**src/rtl/ttpu_ram_pkg.sv**
```systemverilog
// Shared types and sizing constants for the scratchpad RAM access scheduler.
package ttpu_ram_pkg;

  localparam int unsigned RAM_DEPTH = 2048;
  localparam int unsigned TILE_DIM  = 16;
  localparam int unsigned ADDR_W    = 16;
  localparam int unsigned DATA_W    = 16;

  typedef enum logic [1:0] {
    IDLE,
    FETCH,
    DONE
  } sched_state_t;

endpackage

```
**src/rtl/ram_tile_bounds_check.sv**
```systemverilog
// Combinational legality check for a tile fetch: dimension limits plus matrix
// and vector footprints that must stay inside the RAM.
module ram_tile_bounds_check #(
  parameter int unsigned DEPTH = 2048,
  parameter int unsigned DIM   = 16,
  parameter int unsigned AW    = 16
) (
  input  logic [AW-1:0] i_mat_addr,
  input  logic [AW-1:0] i_vec_addr,
  input  logic [AW-1:0] i_m,
  input  logic [AW-1:0] i_n,
  input  logic [AW-1:0] i_l,
  output logic          o_tile_legal
);

  // Double width so that no footprint sum can wrap.
  localparam int unsigned WW = 2 * AW;

  logic [WW-1:0] w_m, w_n, w_l, w_mat, w_vec;
  logic [WW-1:0] w_mat_end_p1, w_vec_end_p1;
  logic          w_dims_ok, w_mat_ok, w_vec_ok;

  function automatic logic dim_ok(input logic [WW-1:0] d);
    return (d >= WW'(1)) && (d <= WW'(DIM));
  endfunction

  assign w_m   = WW'(i_m);
  assign w_n   = WW'(i_n);
  assign w_l   = WW'(i_l);
  assign w_mat = WW'(i_mat_addr);
  assign w_vec = WW'(i_vec_addr);

  // Row stride is m, so the last element sits at mat + m*(m-1) + n - 1.
  // Comparing the one-past-end against DEPTH avoids an extra subtract.
  assign w_mat_end_p1 = w_mat + (w_m * (w_m - WW'(1))) + w_n;
  assign w_vec_end_p1 = w_vec + w_l;

  assign w_dims_ok    = dim_ok(w_m) && dim_ok(w_n) && dim_ok(w_l);
  assign w_mat_ok     = w_mat_end_p1 <= WW'(DEPTH);
  assign w_vec_ok     = w_vec_end_p1 <= WW'(DEPTH);
  assign o_tile_legal = w_dims_ok && w_mat_ok && w_vec_ok;

endmodule

```
**src/rtl/ram_access_scheduler.sv**
```systemverilog
// Arbitrates the scratchpad RAM between single-word host accesses and
// matrix+vector tile fetches, driving the RAM's one-hot strobes.
module ram_access_scheduler
  import ttpu_ram_pkg::*;
#(
  parameter int unsigned DEPTH      = RAM_DEPTH,
  parameter int unsigned DIM        = TILE_DIM,
  parameter int unsigned AW         = ADDR_W,
  parameter int unsigned DW         = DATA_W,
  parameter int unsigned HOST_BURST = 4
) (
  input  logic          clk,
  input  logic          rst_n,
  input  logic          host_req_valid,
  input  logic          host_req_write,
  input  logic [AW-1:0] host_addr,
  input  logic [DW-1:0] host_wdata,
  output logic          host_req_ready,
  output logic          host_rdata_valid,
  output logic          host_err,
  input  logic          tile_req_valid,
  input  logic [AW-1:0] tile_mat_addr,
  input  logic [AW-1:0] tile_vec_addr,
  input  logic [AW-1:0] tile_m,
  input  logic [AW-1:0] tile_n,
  input  logic [AW-1:0] tile_l,
  output logic          tile_req_ready,
  output logic          tile_done,
  output logic          tile_err,
  output logic          busy,
  output logic          ram_write_block,
  output logic          ram_read_block,
  output logic          ram_read_matrix,
  output logic          ram_read_vector,
  output logic [AW-1:0] ram_address_block,
  output logic [AW-1:0] ram_address_matrix,
  output logic [AW-1:0] ram_address_vector,
  output logic [AW-1:0] ram_matrix_M,
  output logic [AW-1:0] ram_matrix_N,
  output logic [AW-1:0] ram_vector_L,
  output logic [DW-1:0] ram_data_in
);

  localparam int unsigned SW = $clog2(HOST_BURST + 1);

  sched_state_t  r_state, w_state_next;
  logic [SW-1:0] r_streak;
  logic          r_host_wr, r_host_rd, r_host_err, r_rdata_valid;
  logic [AW-1:0] r_host_addr;
  logic [DW-1:0] r_host_wdata;
  logic          r_tile_err;
  logic [AW-1:0] r_mat_addr, r_vec_addr, r_m, r_n, r_l;

  logic w_idle, w_burst_full, w_host_acc, w_tile_acc, w_host_in_range, w_tile_legal;

  ram_tile_bounds_check #(
    .DEPTH (DEPTH),
    .DIM   (DIM),
    .AW    (AW)
  ) u_bounds (
    .i_mat_addr   (tile_mat_addr),
    .i_vec_addr   (tile_vec_addr),
    .i_m          (tile_m),
    .i_n          (tile_n),
    .i_l          (tile_l),
    .o_tile_legal (w_tile_legal)
  );

  assign w_idle       = (r_state == IDLE);
  assign w_burst_full = (r_streak == SW'(HOST_BURST));

  // Readies are gated by reset so every output reads 0 while reset is held.
  assign host_req_ready  = rst_n && w_idle && !(tile_req_valid && w_burst_full);
  assign tile_req_ready  = rst_n && w_idle && tile_req_valid && (!host_req_valid || w_burst_full);
  assign w_host_acc      = host_req_valid && host_req_ready;
  assign w_tile_acc      = tile_req_valid && tile_req_ready;
  assign w_host_in_range = (32'(host_addr) < DEPTH);

  // Host pipeline: accepted access becomes a one-cycle strobe, read data follows.
  always_ff @(posedge clk) begin
    if (!rst_n) begin
      r_host_wr     <= 1'b0;
      r_host_rd     <= 1'b0;
      r_host_err    <= 1'b0;
      r_rdata_valid <= 1'b0;
      r_host_addr   <= '0;
      r_host_wdata  <= '0;
    end else begin
      r_host_wr     <= w_host_acc && host_req_write && w_host_in_range;
      r_host_rd     <= w_host_acc && !host_req_write && w_host_in_range;
      r_host_err    <= w_host_acc && !w_host_in_range;
      r_rdata_valid <= r_host_rd;
      if (w_host_acc) begin
        r_host_addr  <= host_addr;
        r_host_wdata <= host_wdata;
      end
    end
  end

  // Host-grant streak: bounds how long a waiting tile can be starved.
  always_ff @(posedge clk) begin
    if (!rst_n) begin
      r_streak <= '0;
    end else if (!tile_req_valid || w_tile_acc) begin
      r_streak <= '0;
    end else if (w_host_acc && !w_burst_full) begin
      r_streak <= r_streak + SW'(1);
    end
  end

  // Tile request latch and illegal-tile error pulse.
  always_ff @(posedge clk) begin
    if (!rst_n) begin
      r_tile_err <= 1'b0;
      r_mat_addr <= '0;
      r_vec_addr <= '0;
      r_m        <= '0;
      r_n        <= '0;
      r_l        <= '0;
    end else begin
      r_tile_err <= w_tile_acc && !w_tile_legal;
      if (w_tile_acc) begin
        r_mat_addr <= tile_mat_addr;
        r_vec_addr <= tile_vec_addr;
        r_m        <= tile_m;
        r_n        <= tile_n;
        r_l        <= tile_l;
      end
    end
  end

  // State register.
  always_ff @(posedge clk) begin
    if (!rst_n) r_state <= IDLE;
    else        r_state <= w_state_next;
  end

  // Next state and tile-side RAM outputs.
  always_comb begin
    w_state_next       = r_state;
    ram_read_matrix    = 1'b0;
    ram_read_vector    = 1'b0;
    ram_address_matrix = '0;
    ram_address_vector = '0;
    ram_matrix_M       = '0;
    ram_matrix_N       = '0;
    ram_vector_L       = '0;
    tile_done          = 1'b0;
    unique case (r_state)
      IDLE: begin
        if (w_tile_acc && w_tile_legal) w_state_next = FETCH;
      end
      FETCH: begin
        w_state_next       = DONE;
        ram_read_matrix    = 1'b1;
        ram_read_vector    = 1'b1;
        ram_address_matrix = r_mat_addr;
        ram_address_vector = r_vec_addr;
        ram_matrix_M       = r_m;
        ram_matrix_N       = r_n;
        ram_vector_L       = r_l;
      end
      DONE: begin
        w_state_next = IDLE;
        tile_done    = 1'b1;
      end
      default: w_state_next = IDLE;
    endcase
  end

  assign ram_write_block   = r_host_wr;
  assign ram_read_block    = r_host_rd;
  assign ram_address_block = (r_host_wr || r_host_rd) ? r_host_addr : '0;
  assign ram_data_in       = r_host_wr ? r_host_wdata : '0;
  assign host_rdata_valid  = r_rdata_valid;
  assign host_err          = r_host_err;
  assign tile_err          = r_tile_err;
  assign busy              = !w_idle || r_host_wr || r_host_rd;

endmodule
```
**config.mk**
```make
export PLATFORM = sky130hd
export DESIGN_NAME = ram_access_scheduler
export DESIGN_NICKNAME = d
export VERILOG_FILES = /design/src/rtl/ttpu_ram_pkg.sv /design/src/rtl/ram_tile_bounds_check.sv /design/src/rtl/ram_access_scheduler.sv
export SDC_FILE = /design/constraint.sdc
export NUM_CORES = 1
export LEC_CHECK = 0
export ABC_AREA = 0
export BUFFER_PORTS_ARGS = -buffer_cell sky130_fd_sc_hd__clkbuf_2
export CAP_MARGIN = 20
export CELL_PAD_IN_SITES_DETAIL_PLACEMENT = 1
export CELL_PAD_IN_SITES_GLOBAL_PLACEMENT = 2
export CORE_ASPECT_RATIO = 0.7
export CORE_MARGIN = 2
export CORE_UTILIZATION = 33
export CTS_CLUSTER_DIAMETER = 80
export DETAILED_ROUTE_END_ITERATION = 7
export GPL_TIMING_DRIVEN = 0
export PLACE_DENSITY = 0.78
export SKIP_CTS_REPAIR_TIMING = 1
export SKIP_LAST_GASP = 1
export SLEW_MARGIN = 20
export SYNTH_ARGS = -nofsm -noshare
export SYNTH_HDL_FRONTEND = slang
export SYNTH_HIERARCHICAL = 1
export SYNTH_SLANG_ARGS = --single-unit
export TNS_END_PERCENT = 20
```
**constraint.sdc**
```tcl
create_clock -name clk -period 8.8 [get_ports clk]
set_input_delay 0.88 -clock clk [delete_from_list [all_inputs] [get_ports clk]]
set_output_delay 0.88 -clock clk [all_outputs]
set_load 0.1 [all_outputs]
```
==> results of run 1 <==
-- through the flow --
stage | util [%] | TNS (ns) | instances | cell area, um2
after global routing | 40.3 | -0.188 | 2924 | 20400
after detailed placement | 37.4 | -5.44 | 2864 | 19000
after global placement | 37.4 | -5.35 | 2864 | 19000
after CTS | 38.5 | -4.58 | 2896 | 19600
after floorplan | - | 0 | 1952 | 16900
final | 40.3 | 0 | 2924 | 20400
-- layer usage --
metal / routed length [um] / vias up / track usage (%)
met5: 0 / - / 0
met4: 998 / 0 / 4.34
met3: 3400 / 58 / 4.13
met2: 28900 / 316 / 37.4
met1: 31300 / 7549 / 35.8
li1: - / 6694 / -
-- cell families after synthesis --
kind of cell	after synthesis	share of synthesized area, %
muxes	87	5.16
and+or+nand+nor	776	24.4
xor gates and xnor gates	27	1.40
adders and majority gates	385	39.0
buffers and inverters	407	9.98
DFF	122	14.4
AOI/OAI and AO/OA	148	5.69
-- how the worst max path moves through the flow --
stage | start | end | cells past startpoint
5_1_grt | tile_m[0] | tile_err$_SDFF_PN0_ | 32
6_report | tile_m[0] | r_state[0]$_SDFFE_PN0P_ | 30
2_1_floorplan | tile_m[1] | r_state[0]$_SDFFE_PN0P_ | 30
4_1_cts | tile_m[0] | tile_err$_SDFF_PN0_ | 30
3_3_place_gp | tile_m[0] | tile_err$_SDFF_PN0_ | 30
3_5_place_dp | tile_m[0] | tile_err$_SDFF_PN0_ | 30
-- area by class of cell --
class                      count  area (um2)  share of cell area [%]
tap                          674         843                    4.12
multi-input combinational   1423       13400                    65.4
inverter                     311        1180                    5.78
clock inverter                10        90.1                   0.441
sequential                   122        2440                    11.9
buffer                        92         576                    2.82
timing repair buffer         269        1450                    7.10
antenna                        1        2.50                  0.0122
clock buffer                  22         494                    2.42
-- state kept, by name, indices dropped and copies added (netlist names), 2 cells and up --
name and flops:
r_streak 3, r_vec_addr 16, r_mat_addr 16, r_state 2
r_host_wdata 16, r_m 16, r_host_addr 16, r_l 16
r_n 16
-- Yosys cell counts, types with 5 or more instances --
| cell | count |
|---|---|
| and2_1 | 105 |
| o21ai_0 | 54 |
| xnor2_1 | 19 |
| inv_1 | 308 |
| nor3_1 | 14 |
| nor3b_1 | 6 |
| clkbuf_1 | 78 |
| or2b_1 | 5 |
| mux2i_1 | 84 |
| nor2b_1 | 104 |
| ha_1 | 147 |
| a21oi_1 | 28 |
| nand3_1 | 50 |
| o211ai_1 | 5 |
| a211oi_1 | 8 |
| dfxtp_1 | 122 |
| or3_1 | 19 |
| nand2b_1 | 122 |
| and3_1 | 8 |
| nor4_1 | 13 |
| nand4_1 | 7 |
| fa_1 | 238 |
| xor2_1 | 8 |
| buf_12 | 8 |
| nand2_1 | 240 |
| nor2_1 | 55 |
-- worst max-delay path: cells and delay by family --
kind,cells,cell delay [ns]
adder cells (fa/ha/maj),9,3.61
buffers and inverters,7,0.88
AO/OA/AOI/OAI,2,0.77
XOR/XNOR,1,0.15
AND/OR/NAND/NOR,11,2.71
==> metrics.txt, run 1 <==
outcome=finished, final reports clean; Fillers=6032; commonest non-fill, non-tap cell in the layout=inv_1; Worst slew margin=30.3%; Via-to-Cell Ratio=5.00; Site Rows=69; required time of the critical path=9.18 ns; minimum clock period=8.68 ns; most frequent cells in the layout=inv_1 (302), clkbuf_2 (241), nand2_1 (239); syn_area_per_cell=8.68 um2; Setup Skew=0.00649 ns; area leader, netlist=fa_1; largest net degree at the start of global routing=17; chip width=275 um; Final period util=98.7%; DRT Pass-1 Iters=7; hold slack=0.450 ns; Hold Fails Final Rpt=0; initial antenna violation count=5; GRT Util Overall=24.3%; Reg-to-Reg End=r_host_addr[13]$_SDFFE_PN0N_; cell depth of the worst flop-to-flop path=6; vias in the first global route=15773; worst hold start=r_host_wdata[2]$_SDFFE_PN0N_; worst stage delay on the critical path=0.60 ns; core area=50800 um2; final WL=64600 um; area grow syn2layout=20.7%; critical path type=input pin to flop; worst setup margin=0.118 ns; Synthesized Nets=2454; Layout Nets=2738; post-route ant nets=0; post-DP HPWL=52900 um; Endpoint, Worst Hold=r_host_wdata[2]$_SDFFE_PN0N_; worst hold path type=flop to flop; CP arrival=9.06 ns; r2r startpoint=r_streak[0]$_SDFFE_PP0P_; clock buffer depth=2; Startpoint Class=input pin; DRC Markers=0; CP Capture Type=flop; CP Max Fanout=11; final estimated routing congestion in global placement=0.922; Skew-Pair Late Insertion Delay=0.43 ns; Post-synth EDFFs=0; Seq cells post-synth=122; WL/cell=22.1 um; die area=53200 um2; Mapped Cells=1952; clk sinks=122; max-cap viol count=0; Die H=194 um; Root Buffer=clkbuf_16; FFs w/ async S/R, synth=0%; Synth cell types=82; Worst Hold Path Cells=2; H-tree depth=4; Iter 0 DRT Violations=924; grt ovf=0; largest cells by area after synthesis=fa_1 (28%), dfxtp_1 (14%), ha_1 (11%); layout cells sized above 1=19.0%; port buffer count=238; Seq/Total Area, Yosys=14.4%; yosys warns=6; pre-CTS WS=-2.73 ns; IO Count=240; prevailing post-synth register cell=dfxtp_1; Via Count=14617; Reg2Reg Setup Slack=7.00 ns; Starting Density=33.4%; Cell Area, Synth=16900 um2; first-pass GRT wire length=97000 um; Fmax=115 MHz; CTS tree=built; CTS clk-pin slew, worst paths=0.06 ns; Final Slew Violations=0; Worst-Margin Slew=1.04 ns; # setup viols final=0; Top cell by count, worst path=buf_8; Num CTS Buffers=17; Max stage delay cell, worst path=fa_2; Yosys top cell area share=28.1%
Power of run 1 is left out: the tool's default activity adds up to more than one toggle a clock period on the data nets, which glitch-free logic cannot reach.
==> run 2: changes to the inputs <==
CORE_UTILIZATION = 36   (was 33)
PLACE_DENSITY = 0.81   (was 0.78)
clock period = 8.45 ns   (was 8.8 ns; I/O delays follow)
==> metrics.txt, run 2 (synthesized netlist as in run 1, its figures left out) <==
outcome=finished with violations; chip width=263 um (-4.2%); Iter 0 DRT Violations=884 (-4.3%); Skew-Pair Late Insertion Delay=0.44 ns (about the same); final WL=63900 um (-1.0%); die area=48800 um2 (-8.2%); vias in the first global route=15505 (-1.7%); minimum clock period=8.61 ns; setup TNS=-0.280 ns (-0.280 ns); first-pass GRT wire length=94800 um (-2.2%); Root Buffer=clkbuf_16; largest net degree at the start of global routing=17 (unchanged); CTS tree=built; grt ovf=0 (unchanged); DRC Markers=0 (unchanged); worst setup margin=-0.164 ns (-0.282 ns); critical path type=input pin to flop; Final Slew Violations=0 (unchanged); most frequent cells in the layout=inv_1 (304), nand2_1 (239), clkbuf_2 (239); CP arrival=9.00 ns (-0.06 ns); layout cells sized above 1=19.6% (+0.64 points); pre-CTS WS=-2.33 ns (+0.402 ns); core area=46500 um2 (-8.4%); Fmax=116 MHz; Worst slew margin=36.0% (+5.7 points); Via Count=14727 (+0.75%); H-tree depth=4 (unchanged); Final Util=44.0% (+3.7 points); placed insts=2802 (-2.2%); worst stage delay on the critical path=0.61 ns (about the same); Site Rows=66 (-4.3%); Finished Layout Cells=2868 (-1.9%); commonest non-fill, non-tap cell in the layout=inv_1; initial antenna violation count=3 (-2); max-cap viol count=0 (unchanged); Via-to-Cell Ratio=5.13 (+2.7%); CP Capture Type=flop; Startpoint Class=input pin; clk sinks=122 (unchanged); failing checks=negative setup slack; Fillers=5545 (-8.1%); Starting Density=36.4% (+3.1 points); Final period util=102%; required time of the critical path=8.83 ns (-0.35 ns); Hold Fails Final Rpt=0 (unchanged); Num CTS Buffers=17 (unchanged); Worst-Margin Slew=0.960 ns (-0.0764 ns); area grow syn2layout=20.7% (about the same); CTS clk-pin slew, worst paths=0.06 ns (about the same); # setup viols final=2 (+2); GRT Util Overall=26.0% (+1.8 points); CP Max Fanout=8 (-3); port buffer count=238 (unchanged); Max stage delay cell, worst path=fa_2; final estimated routing congestion in global placement=0.893 (-3.2%); Layout Nets=2742 (+0.15%); IO Count=240 (unchanged); WL/cell=22.3 um (+0.92%); Setup Skew=0.0151 ns (+0.00862 ns); Die H=185 um (-4.2%); worst hold path type=flop to flop; DRT Pass-1 Iters=5 (-2); clock buffer depth=2 (unchanged); post-route ant nets=0 (unchanged); RSZ-0062 raised after global routing=yes; post-DP HPWL=52300 um (-1.2%)
## run 2: cell count changes in the layout (fill, tap and decap cells not counted), moves of 3 or more
cell | before | now
buf_4 | 32 | 38
fa_1 | 228 | 232
clkbuf_1 | 58 | 55
clkbuf_8 | 5 | 0
a21oi_2 | 3 | 7
fa_2 | 10 | 6
a21oi_1 | 25 | 21
ha_1 | 125 | 118
ha_2 | 2 | 10
diode_2 | 1 | 4
## run 2: per-stage QoR
step / area (um2) / hold WS, ns
finish: 20500 / 0.450
detailed placement: 19000 / 0.445
floorplan: 17000 / 0.424
global route: 20400 / 0.469
global placement: 19000 / 0.439
CTS: 19500 / 0.457
## run 2: final cells by class
| class | instances | area (um2) | area share (%) |
|---|---|---|---|
| buffer | 94 | 621 | 3.03 |
| antenna | 4 | 10.0 | 0.0489 |
| tap | 612 | 766 | 3.74 |
| sequential | 122 | 2440 | 11.9 |
| inverter | 311 | 1190 | 5.81 |
| clock buffer | 17 | 425 | 2.08 |
| clock inverter | 14 | 123 | 0.599 |
| multi-input combinational | 1423 | 13400 | 65.5 |
| timing repair buffer | 271 | 1480 | 7.24 |
## run 2: critical path: cells and delay by family
kind,cells,cell delay (ns)
fa+ha+maj,9,3.59
simple gates,11,2.85
buf+inv,7,0.80
compound gates,2,0.74
xor+xnor,1,0.16
## run 2: per-layer routing
metal	track usage (%)	routed length, um	up-vias
met3	3.36	3270	64
met4	6.61	1300	0
met1	37.3	30200	7595
met5	0	0	-
li1	-	-	6704
met2	41.6	29200	364
## run 2: worst paths after layout
kind	to	slack, ns	start	cells after the start
worst max-delay path	r_state[0]$_SDFFE_PN0P_	-0.16	tile_m[0]	30
worst min-delay path	r_mat_addr[7]$_SDFFE_PN0P_	0.45	r_mat_addr[7]$_SDFFE_PN0P_	2
worst max register to register	r_host_addr[8]$_SDFFE_PN0N_	6.60	r_streak[0]$_SDFFE_PP0P_	6
worst min register to register	r_mat_addr[7]$_SDFFE_PN0P_	0.45	r_mat_addr[7]$_SDFFE_PN0P_	2
Power of run 2 is left out for the same reason.
